[src/rtl/ace_snoop_initiator.sv]
// ace_snoop_initiator
// Interconnect-side ACE snoop issuer. Each accepted i_start sends one AC snoop and then collects
// the CR response and the CD line beats. The block reports response latencies, timeouts and CD
// protocol errors.
// Ports:
//   ace_aclk, ace_areset           clock, synchronous active-high reset
//   i_start, i_acaddr, i_acsnoop   request pulse with the snoop address and type (captured on start)
//   i_timeout_reg                  cycle limit counted from the AC handshake, 0 = disabled
//   o_acvalid/i_acready, o_acaddr, o_acsnoop, o_acprot   AC channel
//   i_crvalid/o_crready, i_crresp  CR channel
//   i_cdvalid/o_cdready, i_cddata, i_cdlast              CD channel
//   o_busy, o_done                 transaction in flight / one-cycle completion pulse
//   o_crresp, o_line_data          captured response and the collected line (beat k at k*DATA)
//   o_cr_latency, o_cd_latency     cycles from the AC handshake to the CR / last CD handshake
//   o_timeout, o_proto_err         abort by timeout / CD protocol error
module ace_snoop_initiator #(
  parameter int unsigned C_ACE_ADDR_WIDTH = 44,
  parameter int unsigned C_ACE_DATA_WIDTH = 128,
  parameter int unsigned C_LINE_BYTES     = 64
) (
  input  logic                          ace_aclk,
  input  logic                          ace_areset,
  input  logic                          i_start,
  input  logic [C_ACE_ADDR_WIDTH-1:0]   i_acaddr,
  input  logic [3:0]                    i_acsnoop,
  input  logic [31:0]                   i_timeout_reg,
  output logic                          o_acvalid,
  input  logic                          i_acready,
  output logic [C_ACE_ADDR_WIDTH-1:0]   o_acaddr,
  output logic [3:0]                    o_acsnoop,
  output logic [2:0]                    o_acprot,
  input  logic                          i_crvalid,
  output logic                          o_crready,
  input  logic [4:0]                    i_crresp,
  input  logic                          i_cdvalid,
  output logic                          o_cdready,
  input  logic [C_ACE_DATA_WIDTH-1:0]   i_cddata,
  input  logic                          i_cdlast,
  output logic                          o_busy,
  output logic                          o_done,
  output logic [4:0]                    o_crresp,
  output logic [C_LINE_BYTES*8-1:0]     o_line_data,
  output logic [31:0]                   o_cr_latency,
  output logic [31:0]                   o_cd_latency,
  output logic                          o_timeout,
  output logic                          o_proto_err
);

  localparam int unsigned NBEATS = (C_LINE_BYTES * 8) / C_ACE_DATA_WIDTH;
  localparam int unsigned BEAT_W = (NBEATS > 1) ? $clog2(NBEATS) : 1;
  localparam logic [BEAT_W-1:0] LAST_BEAT = BEAT_W'(NBEATS - 1);
  localparam logic [31:0] CNT_MAX = 32'hFFFF_FFFF;

  typedef enum logic [2:0] {S_IDLE, S_AC, S_RESP, S_CD, S_DONE} state_t;

  state_t            state;
  logic [BEAT_W-1:0] beat_cnt;
  logic              cd_closed;
  logic [31:0]       count;

  logic [31:0] cnt_inc;
  logic        in_resp_phase;
  logic        cr_hs;
  logic        cd_hs;
  logic        cd_last_slot;
  logic        cd_close;
  logic        beats_seen;
  logic        cr_to_cd;
  logic        finish_now;
  logic        timeout_hit;

  // Protection is fixed: unprivileged, non-secure, data access.
  assign o_acprot = 3'b010;

  // Handshake decode and completion/timeout decisions for the current cycle.
  always_comb begin
    cnt_inc       = (count == CNT_MAX) ? count : count + 32'd1;
    in_resp_phase = (state == S_RESP) || (state == S_CD);
    cr_hs         = (state == S_RESP) && o_crready && i_crvalid;
    cd_hs         = in_resp_phase && o_cdready && i_cdvalid;
    cd_last_slot  = (beat_cnt == LAST_BEAT);
    // The final slot closes the line even when cdlast is missing.
    cd_close      = cd_hs && (i_cdlast || cd_last_slot);
    beats_seen    = cd_hs || cd_closed || (beat_cnt != '0);
    cr_to_cd      = cr_hs && i_crresp[0] && !cd_closed && !cd_close;
    finish_now    = (cr_hs && !cr_to_cd) || ((state == S_CD) && cd_close);
    // cnt_inc is the elapsed-cycle count at this edge, the same basis as the latencies.
    timeout_hit   = in_resp_phase && (i_timeout_reg != 32'd0) && (cnt_inc == i_timeout_reg);
  end

  // Transaction FSM with registered channel controls and results.
  always_ff @(posedge ace_aclk) begin
    if (ace_areset) begin
      state        <= S_IDLE;
      beat_cnt     <= '0;
      cd_closed    <= 1'b0;
      count        <= '0;
      o_acvalid    <= 1'b0;
      o_acaddr     <= '0;
      o_acsnoop    <= '0;
      o_crready    <= 1'b0;
      o_cdready    <= 1'b0;
      o_busy       <= 1'b0;
      o_done       <= 1'b0;
      o_crresp     <= '0;
      o_line_data  <= '0;
      o_cr_latency <= '0;
      o_cd_latency <= '0;
      o_timeout    <= 1'b0;
      o_proto_err  <= 1'b0;
    end else begin
      case (state)
        S_IDLE, S_DONE: begin
          o_done <= 1'b0;
          state  <= S_IDLE;
          if (i_start) begin
            o_acaddr     <= i_acaddr;
            o_acsnoop    <= i_acsnoop;
            o_acvalid    <= 1'b1;
            o_busy       <= 1'b1;
            o_crresp     <= '0;
            o_line_data  <= '0;
            o_cr_latency <= '0;
            o_cd_latency <= '0;
            o_timeout    <= 1'b0;
            o_proto_err  <= 1'b0;
            beat_cnt     <= '0;
            cd_closed    <= 1'b0;
            count        <= '0;
            state        <= S_AC;
          end
        end

        S_AC: begin
          if (i_acready) begin
            o_acvalid <= 1'b0;
            count     <= '0;
            o_crready <= 1'b1;
            o_cdready <= 1'b1;
            state     <= S_RESP;
          end
        end

        S_RESP, S_CD: begin
          count <= cnt_inc;

          if (cd_hs) begin
            o_line_data[32'(beat_cnt) * C_ACE_DATA_WIDTH +: C_ACE_DATA_WIDTH] <= i_cddata;
            // cdlast must coincide exactly with the final slot.
            if (i_cdlast != cd_last_slot) begin
              o_proto_err <= 1'b1;
            end
            if (cd_close) begin
              cd_closed    <= 1'b1;
              o_cdready    <= 1'b0;
              o_cd_latency <= cnt_inc;
            end else begin
              beat_cnt <= beat_cnt + BEAT_W'(1);
            end
          end

          if (cr_hs) begin
            o_crresp     <= i_crresp;
            o_cr_latency <= cnt_inc;
            o_crready    <= 1'b0;
            // Data arrived although the response says no data transfer.
            if (!i_crresp[0] && beats_seen) begin
              o_proto_err <= 1'b1;
            end
            if (cr_to_cd) begin
              state <= S_CD;
            end
          end

          // A genuine completion wins over a timeout on the same edge.
          if (finish_now || timeout_hit) begin
            if (!finish_now) begin
              o_timeout <= 1'b1;
            end
            o_crready <= 1'b0;
            o_cdready <= 1'b0;
            o_busy    <= 1'b0;
            o_done    <= 1'b1;
            state     <= S_DONE;
          end
        end

        default: state <= S_IDLE;
      endcase
    end
  end

endmodule

[config.mk]
export PLATFORM = sky130hd
export DESIGN_NAME = ace_snoop_initiator
export DESIGN_NICKNAME = d
export VERILOG_FILES = /design/src/rtl/ace_snoop_initiator.sv
export SDC_FILE = /design/constraint.sdc
export NUM_CORES = 1
export LEC_CHECK = 0
export BUFFER_PORTS_ARGS = -buffer_cell sky130_fd_sc_hd__buf_2
export CAP_MARGIN = 20
export CELL_PAD_IN_SITES_DETAIL_PLACEMENT = 0
export CELL_PAD_IN_SITES_GLOBAL_PLACEMENT = 1
export CORE_AREA = 2 2 338 340
export DETAILED_ROUTE_END_ITERATION = 6
export DIE_AREA = 0 0 340 342
export PLACE_DENSITY = 0.61
export SYNTH_ARGS = -nofsm -noshare
export SYNTH_HDL_FRONTEND = slang
export SYNTH_SLANG_ARGS = --single-unit
[constraint.sdc]
create_clock -name ace_aclk -period 3.9 [get_ports ace_aclk]
set_input_delay 0.39 -clock ace_aclk [delete_from_list [all_inputs] [get_ports ace_aclk]]
set_output_delay 0.39 -clock ace_aclk [all_outputs]
set_load 0.03 [all_outputs]
==> impl_metrics.tcl, run 1 <==
set metrics [dict create \
    final.min_clock_period_ns 3.62 \
    tritoncts "built" \
    setup_tns_ns 0 \
    area_growth_pct 41.0 \
    rsz0062_at_grt "no" \
    final_cell_count_no_fill 5424 \
    first_global_vias 24500 \
    cellLeakagePower_nw 14.9 \
    crit_fanout 8 \
    die_h_um 342 \
    path_clk_slew_ns 0.06 \
    grtUsageTotal_pct 20.3 \
    die_w_um 340 \
    viasPerCell 4.75 \
    worst_slew_pin_slew_ns 0.958 \
    irDropWorstVdd_mv 0.344 \
    total_power_mw 16.4 \
    gr-total-overflow 0 \
    drv_slew 0 \
    fp.dieArea_sq_um 116000 \
    port_buffers 855 \
    drive_above_1_share_pct 28.8 \
    cts_made_buffers 81 \
    syn_inst 2946 \
    ios 859 \
    fmax_ghz 0.277 \
    worstSetupPathType "flip-flop to flip-flop" \
    grt_pass1_wl_mm 176 \
    finalClockSkew_ns 0.0450 \
    routed_wl_mm 125 \
    grt_max_degree 129 \
    cap_violations 0 \
    cts_root_buf "clkbuf_16" \
    final.period_utilization_pct 92.7 \
    ys_warn_count 0 \
    synthArstFlopShare_pct 0 \
    syn_avg_cell_area_sq_um 8.54 \
    drt-initial-drc-count 1673 \
    drcViolationCount 4 \
    vias 25800 \
    num-fill-cells 12100 \
    gp_congestion 0.895 \
    initial_core_util_pct 22.3 \
    synth_cell_types 72 \
    whs_ns 0.0482 \
    dp.cells 5148 \
    cp-end-kind "flip-flop" \
    clk_path_buf_depth 3 \
    powerDensity_nw_per_um2 461 \
    hold_viol_final 0 \
    layout_common_cells "buf_2, dfxtp_1, nor2_1" \
    violations "design-rule violations" \
    htreeDepth 3 \
    synth_area_sq_um 25200 \
    ys_ff_latch 674 \
    antenna_left 0 \
    worstPathRequired_ns 4.37 \
    fin_util_pct 31.4 \
    critPathLaunchType "flip-flop" \
    max_slew_margin_pct 36.2 \
    min-delay-path-class "primary input to flip-flop" \
    synth_edf_count 0 \
    rows 124 \
    worstPathArrival_ns 4.09 \
    final_common_cell "buf_2" \
    multi_input_area_sq_um 10700 \
    clkSinkCount 674 \
    drtPass1Iterations 7 \
    core_sq_um 113000 \
    regArea_sq_um 13500 \
    synth_ff_type "dfxtp_1" \
    antenna_found_initial 7 \
    status "finished, violations left" \
    hpwlAfterDp_mm 87.9 \
    nets 4074 \
    setup_viol 0 \
    clkLatencyLatePin_ns 0.67 \
    seq_area_frac_synth_pct 53.6 \
    wl_per_cell_um 23.1 \
    postCtsSetupBuffers 0 \
]
-- report_power, final --
part	switching [mW]	internal (mW)	total, mW
Sequential	0.0398	6.96	7.00
Clock	3.31	4.48	7.79
Combinational	1.17	0.409	1.58
Total	4.52	11.8	16.4
-- metrics by stage --
step / setup WS (ns) / area (sq um)
after floorplan: 0.413 / 25200
after global placement: 0.168 / 31400
after detailed placement: 0.193 / 31400
after CTS: 0.171 / 35500
after global routing: 0.0112 / 35500
final: 0.284 / 35500
-- Yosys cell counts, types with 3 or more instances --
library cell	n	share of area, %
dfxtp_1	674	54
nor2_1	500	7.5
a22oi_1	386	12
nand2_1	358	5.3
a21oi_1	288	5.7
clkbuf_1	240	3.6
nand3_1	181	3.6
xnor2_1	34	1.2
nor3_1	22	0.44
o21ai_0	22	0.44
a31oi_1	18	0.45
inv_1	17	0.25
nand4_1	16	0.40
xor2_1	15	0.52
nor4_1	14	0.35
buf_2	13	0.26
and3_1	11	0.27
nand2b_1	10	0.25
buf_1	9	0.13
ha_1	8	0.40
nor2b_1	8	0.20
and4_1	7	0.24
mux2i_1	7	0.28
and2_1	5	0.12
buf_4	5	0.15
a2111oi_0	4	0.14
o22ai_1	4	0.099
nand4b_1	3	0.10
o2111ai_1	3	0.10
o41ai_1	3	0.10
or2_2	3	0.075
or3_1	3	0.075
-- cell families after synthesis --
kind of cell | count (synthesis) | synth area share, %
mux | 8 | 0.323
simple gates | 1159 | 19.7
fa+ha+maj | 8 | 0.398
flops | 674 | 53.6
other cells | 2 | 0.0298
compound gates | 760 | 19.7
xor+xnor | 50 | 1.80
buf+inv | 285 | 4.42
-- worst max-delay path, stage by stage (launching register included) --
cell,delay [ns]
dfxtp_1,0.45
nand4_4,0.14
buf_4,0.20
or2_0,0.40
o41ai_2,0.44
buf_4,0.17
or3_1,0.19
o32ai_1,0.10
nor4_1,0.35
nand4_1,0.22
nor4_4,0.42
buf_4,0.19
nand4b_1,0.10
a21oi_1,0.08
-- area by class of cell --
cell class	count	area share, %
Clock buffer	116	6.76
Inverter	17	0.180
Tap cell	1512	5.33
Clock inverter	32	1.03
Timing Repair Buffer	1084	18.6
Multi-Input combinational cell	1988	30.1
Sequential cell	674	38.0
Antenna cell	1	0.00705
-- routing by layer --
layer / track usage [%] / wire length [um]
met1: 24.0 / 49600
met2: 33.7 / 59100
met3: 6.22 / 9990
met4: 9.34 / 6310
met5: 0 / 78
-- path summary, 6_finish.rpt --
path,startpoint,to,slack (ns),cells after the start
worst max-delay path,count[8],o_crready,0.28,13
worst min-delay path,i_cddata[49],o_line_data[49],0.05,3
worst max register to register,count[8],o_crready,0.28,13
worst min register to register,o_line_data[8],o_line_data[8],0.45,2
-- state kept, by name (all words and copies together), names as in the netlist, 2 cells and up --
| register | flops |
|---|---|
| o_cd_latency | 32 |
| o_line_data | 512 |
| beat_cnt | 2 |
| o_acsnoop | 4 |
| o_cr_latency | 32 |
| state | 3 |
| count | 32 |
| o_crresp | 5 |
| o_acaddr | 44 |
-- repair_timing --
action	in CTS	in global routing
endpoints found under the hold margin	234	0
endpoints found under the setup margin	0	5
gates resized for setup	0	2
hold buffers	127	0
No activity file was read; power rests on OpenSTA's default activity.
==> inputs of run 2 (changes only) <==
==> constraint.sdc (replaced) <==
create_clock -name ace_aclk -period 3.9 [get_ports ace_aclk]
set_input_delay 0.195 -clock ace_aclk [delete_from_list [all_inputs] [get_ports ace_aclk]]
set_output_delay 0.195 -clock ace_aclk [all_outputs]
set_load 0.03 [all_outputs]
==> impl_metrics.tcl, run 2 (synthesis gave the netlist of run 1 again) <==
set metrics [dict create \
    status "finished, final reports clean" \
    netSwitchingPower_mw 4.48 \
    die_h_um 342 \
    rows 124 \
    wl_per_cell_um 22.8 \
    postCtsSetupBuffers 0 \
    hpwlAfterDp_mm 88.0 \
    irDropWorstVdd_mv 0.296 \
    power.share.switching_pct 27.3 \
    max_slew_margin_pct 29.6 \
    first_global_vias 25100 \
    gr-total-overflow 0 \
    antenna_found_initial 2 \
    drive_above_1_share_pct 28.2 \
    cap_violations 0 \
    powerDensity_nw_per_um2 455 \
    drt-initial-drc-count 1707 \
    port_buffers 855 \
    drv_slew 0 \
    cts_root_buf "clkbuf_16" \
    p_seq_share_pct 42.6 \
    ff2ff_setup_slack_ns 0.20 \
    reg_top3 "o_line_data (512), o_acaddr (44)" \
    cp-end-kind "flip-flop" \
    cts_made_buffers 81 \
    setup_viol 0 \
    largest-register "o_line_data" \
    ios 859 \
    rsz0062_at_grt "no" \
    antenna_left 0 \
    final.min_clock_period_ns 3.70 \
    fp.dieArea_sq_um 116000 \
    crit_fanout 7 \
    area_growth_pct 43.3 \
    worstSetupPathType "flip-flop to flip-flop" \
    setup_tns_ns 0 \
    multi_input_area_sq_um 10700 \
    layout_common_cells "buf_2, dfxtp_1, nor2_1" \
    final.period_utilization_pct 94.9 \
    nets 4127 \
    grtUsageTotal_pct 20.4 \
    power_frac_comb_pct 9.9 \
    htreeDepth 3 \
    drtPass1Iterations 6 \
    die_w_um 340 \
    initial_core_util_pct 22.3 \
    grt_pass1_wl_mm 178 \
    drcViolationCount 0 \
    regArea_sq_um 13500 \
    intPower_mw 11.9 \
    worst_slew_pin_slew_ns 1.06 \
    gp_congestion 0.892 \
    num-fill-cells 12000 \
    min-delay-path-class "primary input to flip-flop" \
    worstPathArrival_ns 4.22 \
    finalClockSkew_ns 0.0549 \
    final_common_cell "buf_2" \
    grt_max_degree 104 \
    final_cell_count_no_fill 5475 \
    fmax_ghz 0.270 \
    viasPerCell 4.76 \
    critPathLaunchType "flip-flop" \
    vias 26100 \
    cellLeakagePower_nw 15.1 \
    worstPathRequired_ns 4.42 \
    largest_reg_flops 512 \
    path_clk_slew_ns 0.06 \
    tritoncts "built" \
    routed_wl_mm 125 \
    dp.cells 5143 \
    clkLatencyLatePin_ns 0.68 \
    clock_power_share_pct 47.5 \
    whs_ns 0.123 \
    clk_path_buf_depth 3 \
    clkSinkCount 674 \
    hold_viol_final 0 \
    core_sq_um 113000 \
]
-- run 2: changes by cell type in the layout (fill, tap and decap cells not counted), moves of 2 or more --
cell           delta
clkinv_2          -2
buf_12            +3
buf_4             -7
bufinv_16         +3
clkbuf_8          -7
diode_2           +2
dlygate4sd3_1    +58
clkinv_4          +2
-- run 2: layout make-up --
type,count,area share (%)
Sequential cell,674,37.4
Timing Repair Buffer,1137,19.9
Clock buffer,110,6.40
Antenna cell,3,0.0208
Tap cell,1512,5.25
Inverter,17,0.177
Multi-Input combinational cell,1988,29.6
Clock inverter,34,1.25
-- run 2: metal layers --
metal / vias to the layer above / GRT usage (%) / part of all wire, %
li1: 12200 / - / -
met3: 195 / 5.56 / 7.5
met1: 12700 / 24.3 / 40
met5: - / 0 / 0
met2: 952 / 34.9 / 48
met4: 0 / 7.51 / 3.8
-- run 2: worst paths after layout --
| path | from | endpoint | cells after the start |
|---|---|---|---|
| setup reg to reg | count[1] | o_crready | 14 |
| setup / recovery | count[1] | o_crready | 14 |
| hold reg to reg | o_line_data[45] | o_line_data[45] | 2 |
| hold / removal | i_crvalid | o_crresp[0] | 4 |
-- run 2: per-stage QoR --
step	power (mW)	utilization [%]	cell area, sq um	setup WS [ns]
3_3_place_gp	8.65	27.8	31400	0.154
5_1_grt	17.0	31.9	36100	0.0366
3_5_place_dp	8.63	27.8	31400	0.143
2_1_floorplan	7.87	-	25200	0.413
6_report	16.4	31.9	36100	0.199
4_1_cts	16.7	31.9	36000	0.103
-- run 2: power groups by stage --
stage,Combinational (mW),Sequential (mW),Clock (mW)
after floorplan,0.595,7.28,0
after global placement,1.50,7.15,0
after detailed placement,1.49,7.15,0
after CTS,1.65,7.00,8.04
after global routing,1.73,7.00,8.29
final,1.62,7.00,7.81
-- run 2: critical path, stage by stage (launching register included) --
cell      delay, ns
dfxtp_1        0.43
ha_1           0.22
nand3_1        0.14
buf_4          0.19
nand2b_1       0.31
o41ai_2        0.43
buf_4          0.18
or3_1          0.19
o32ai_1        0.11
nor4_1         0.34
nand4_1        0.21
nor4_4         0.42
buf_4          0.20
nand4b_1       0.10
a21oi_1        0.07
-- run 2: repair_timing --
item / 4_1_cts / 5_1_grt
endpoints found under the setup margin: 0 / 8
endpoints found under the hold margin: 571 / 0
gates resized for setup: 0 / 5
hold buffers: 185 / 0
==> inputs of run 3 (changes only) <==
--- a/config.mk
+++ b/config.mk
@@ -10,6 +10,7 @@
 export CELL_PAD_IN_SITES_DETAIL_PLACEMENT = 0
 export CELL_PAD_IN_SITES_GLOBAL_PLACEMENT = 1
 export CORE_AREA = 2 2 338 340
+export CTS_BUF_LIST = sky130_fd_sc_hd__clkbuf_16
 export DETAILED_ROUTE_END_ITERATION = 6
 export DIE_AREA = 0 0 340 342
 export PLACE_DENSITY = 0.61
==> impl_metrics.tcl, run 3 (synthesis gave the netlist of run 1 again) <==
set metrics [dict create \
    status "finished, final reports clean" \
    first_global_vias 25100 \
    cts_root_buf "clkbuf_16" \
    drcViolationCount 0 \
    ios 859 \
    clkLatencyLatePin_ns 0.68 \
    worst_slew_pin_slew_ns 1.07 \
    largest-register "o_line_data" \
    ff2ff_setup_slack_ns 0.18 \
    fp.dieArea_sq_um 116000 \
    drv_slew 0 \
    num-fill-cells 12000 \
    hold_viol_final 0 \
    hpwlAfterDp_mm 88.0 \
    vias 26100 \
    grtUsageTotal_pct 20.4 \
    holdPathStages 4 \
    setup_tns_ns 0 \
    port_buffers 855 \
    layout_common_cells "buf_2, dfxtp_1, nor2_1" \
    slowest_delay_ns 0.43 \
    path_cells "ha_1 -> nand3_1 -> buf_4 -> nand2b_1 -> o41ai_2 -> buf_4 -> or3_1 -> o32ai_1 -> nor4_1 -> nand4_1 -> nor4_4 -> buf_4 -> nand4b_1 -> a21oi_1" \
    grtUsageMet2_pct 35.0 \
    reg2reg_from "count[1]" \
    cellLeakagePower_nw 15.1 \
    grt_use_met3_pct 5.50 \
    cts_made_buffers 81 \
    grtUsageMet1_pct 24.3 \
    path_common_cell "buf_4" \
    ff2ff_path_depth 14 \
    crit_fanout 7 \
    min_to "o_crresp[0]" \
    antenna_left 0 \
    gp_congestion 0.892 \
    worst_path_max_delay_cell "dfxtp_1" \
    r2r_end "o_crready" \
    path_buf_inv 3 \
    final.period_utilization_pct 95.4 \
    nets 4127 \
    wl_per_cell_um 22.8 \
    drt-initial-drc-count 1750 \
    initial_core_util_pct 22.3 \
    dp_slack_ns 0.143 \
    cp-end-kind "flip-flop" \
    path_clk_slew_ns 0.06 \
    min_from "i_crvalid" \
    die_h_um 342 \
    rows 124 \
    tritoncts "built" \
    clk_path_buf_depth 3 \
    routed_wl_mm 125 \
    final_common_cell "buf_2" \
    largest_reg_flops 512 \
    final.min_clock_period_ns 3.72 \
    postCtsSetupBuffers 0 \
    antenna_found_initial 2 \
    irDropWorstVdd_mv 0.291 \
    rsz0062_at_grt "no" \
    reg_top3 "o_line_data (512), o_acaddr (44)" \
    core_sq_um 113000 \
    viasPerCell 4.76 \
    finalClockSkew_ns 0.0535 \
    worstPathRequired_ns 4.42 \
    grt.busiest_layer "met2" \
    area_growth_pct 42.7 \
    crit_family "simple AND/OR/NAND/NOR gates" \
    worstPathArrival_ns 4.24 \
    die_w_um 340 \
    drive_above_1_share_pct 27.8 \
    setup_viol 0 \
    drtPass1Iterations 7 \
    worstSetupPathType "flip-flop to flip-flop" \
    critPathLaunchType "flip-flop" \
    grt_pass1_wl_mm 178 \
    gr-total-overflow 0 \
    min-delay-path-class "primary input to flip-flop" \
    setup_slack_ns 0.178 \
    htreeDepth 3 \
    fmax_ghz 0.269 \
    whs_ns 0.142 \
    cap_violations 0 \
    clkSinkCount 674 \
    grt_max_degree 104 \
    max_slew_margin_pct 28.5 \
    powerDensity_nw_per_um2 448 \
]
## run 3: cell types whose count changed in the layout (fill, tap and decap cells not counted), sizes merged
cell | before | now
diode | 3 | 2
clkinv | 21 | 36
inv | 21 | 34
clkbuf | 110 | 82
## run 3: stage by stage
stage	power, mW	std cells	util [%]	area, sq um
CTS	16.3	5472	31.7	35900
floorplan	7.87	2947	-	25200
detailed placement	8.63	5143	27.8	31400
global route	16.7	5474	31.8	35900
finish	16.1	5474	31.8	35900
global placement	8.65	5143	27.8	31400
## run 3: area by class of cell
cell class | count | area [sq um] | area share (%)
Antenna cell | 2 | 5.00 | 0.0139
Clock inverter | 62 | 556 | 1.55
Timing Repair Buffer | 1137 | 7170 | 20.0
Multi-Input combinational cell | 1988 | 10700 | 29.7
Sequential cell | 674 | 13500 | 37.6
Inverter | 17 | 63.8 | 0.178
Tap cell | 1512 | 1890 | 5.27
Clock buffer | 82 | 2050 | 5.71
## run 3: power by group
| part | total (mW) | leakage [nW] | switching [mW] | internal (mW) |
|---|---|---|---|---|
| Combinational | 1.62 | 8.31 | 1.17 | 0.447 |
| Sequential | 7.00 | 5.44 | 0.0395 | 6.96 |
| Clock | 7.47 | 1.32 | 3.26 | 4.20 |
## run 3: worst max path at each step
stage               cells past startpoint        end  slack [ns]  startpoint
global route                           14  o_crready        0.04    count[1]
detailed placement                     14  o_crready        0.14    count[1]
CTS                                    14  o_crready        0.10    count[1]
global placement                       14  o_crready        0.15    count[1]
finish                                 14  o_crready        0.18    count[1]
floorplan                              12   state[0]        0.41    count[1]
## run 3: repair_timing
| item | CTS | global route |
|---|---|---|
| hold endpoints to repair | 571 | 0 |
| endpoints found under the setup margin | 0 | 8 |
| resized for setup | 0 | 5 |
| hold buffers | 185 | 0 |
## run 3: layer usage
layer	vias up	wire, um
li1	12200	-
met1	12700	50700
met2	940	60700
met3	197	8980
met4	0	4450
met5	-	0
## run 3: worst register-to-register path, delay by kind of cell, from the launching register on
| family | cells | cell delay [ns] |
|---|---|---|
| AND/OR/NAND/NOR | 7 | 1.73 |
| flip-flops | 1 | 0.43 |
| buffers and inverters | 3 | 0.58 |
| AO/OA/AOI/OAI | 3 | 0.61 |
| adder cells (fa/ha/maj) | 1 | 0.22 |
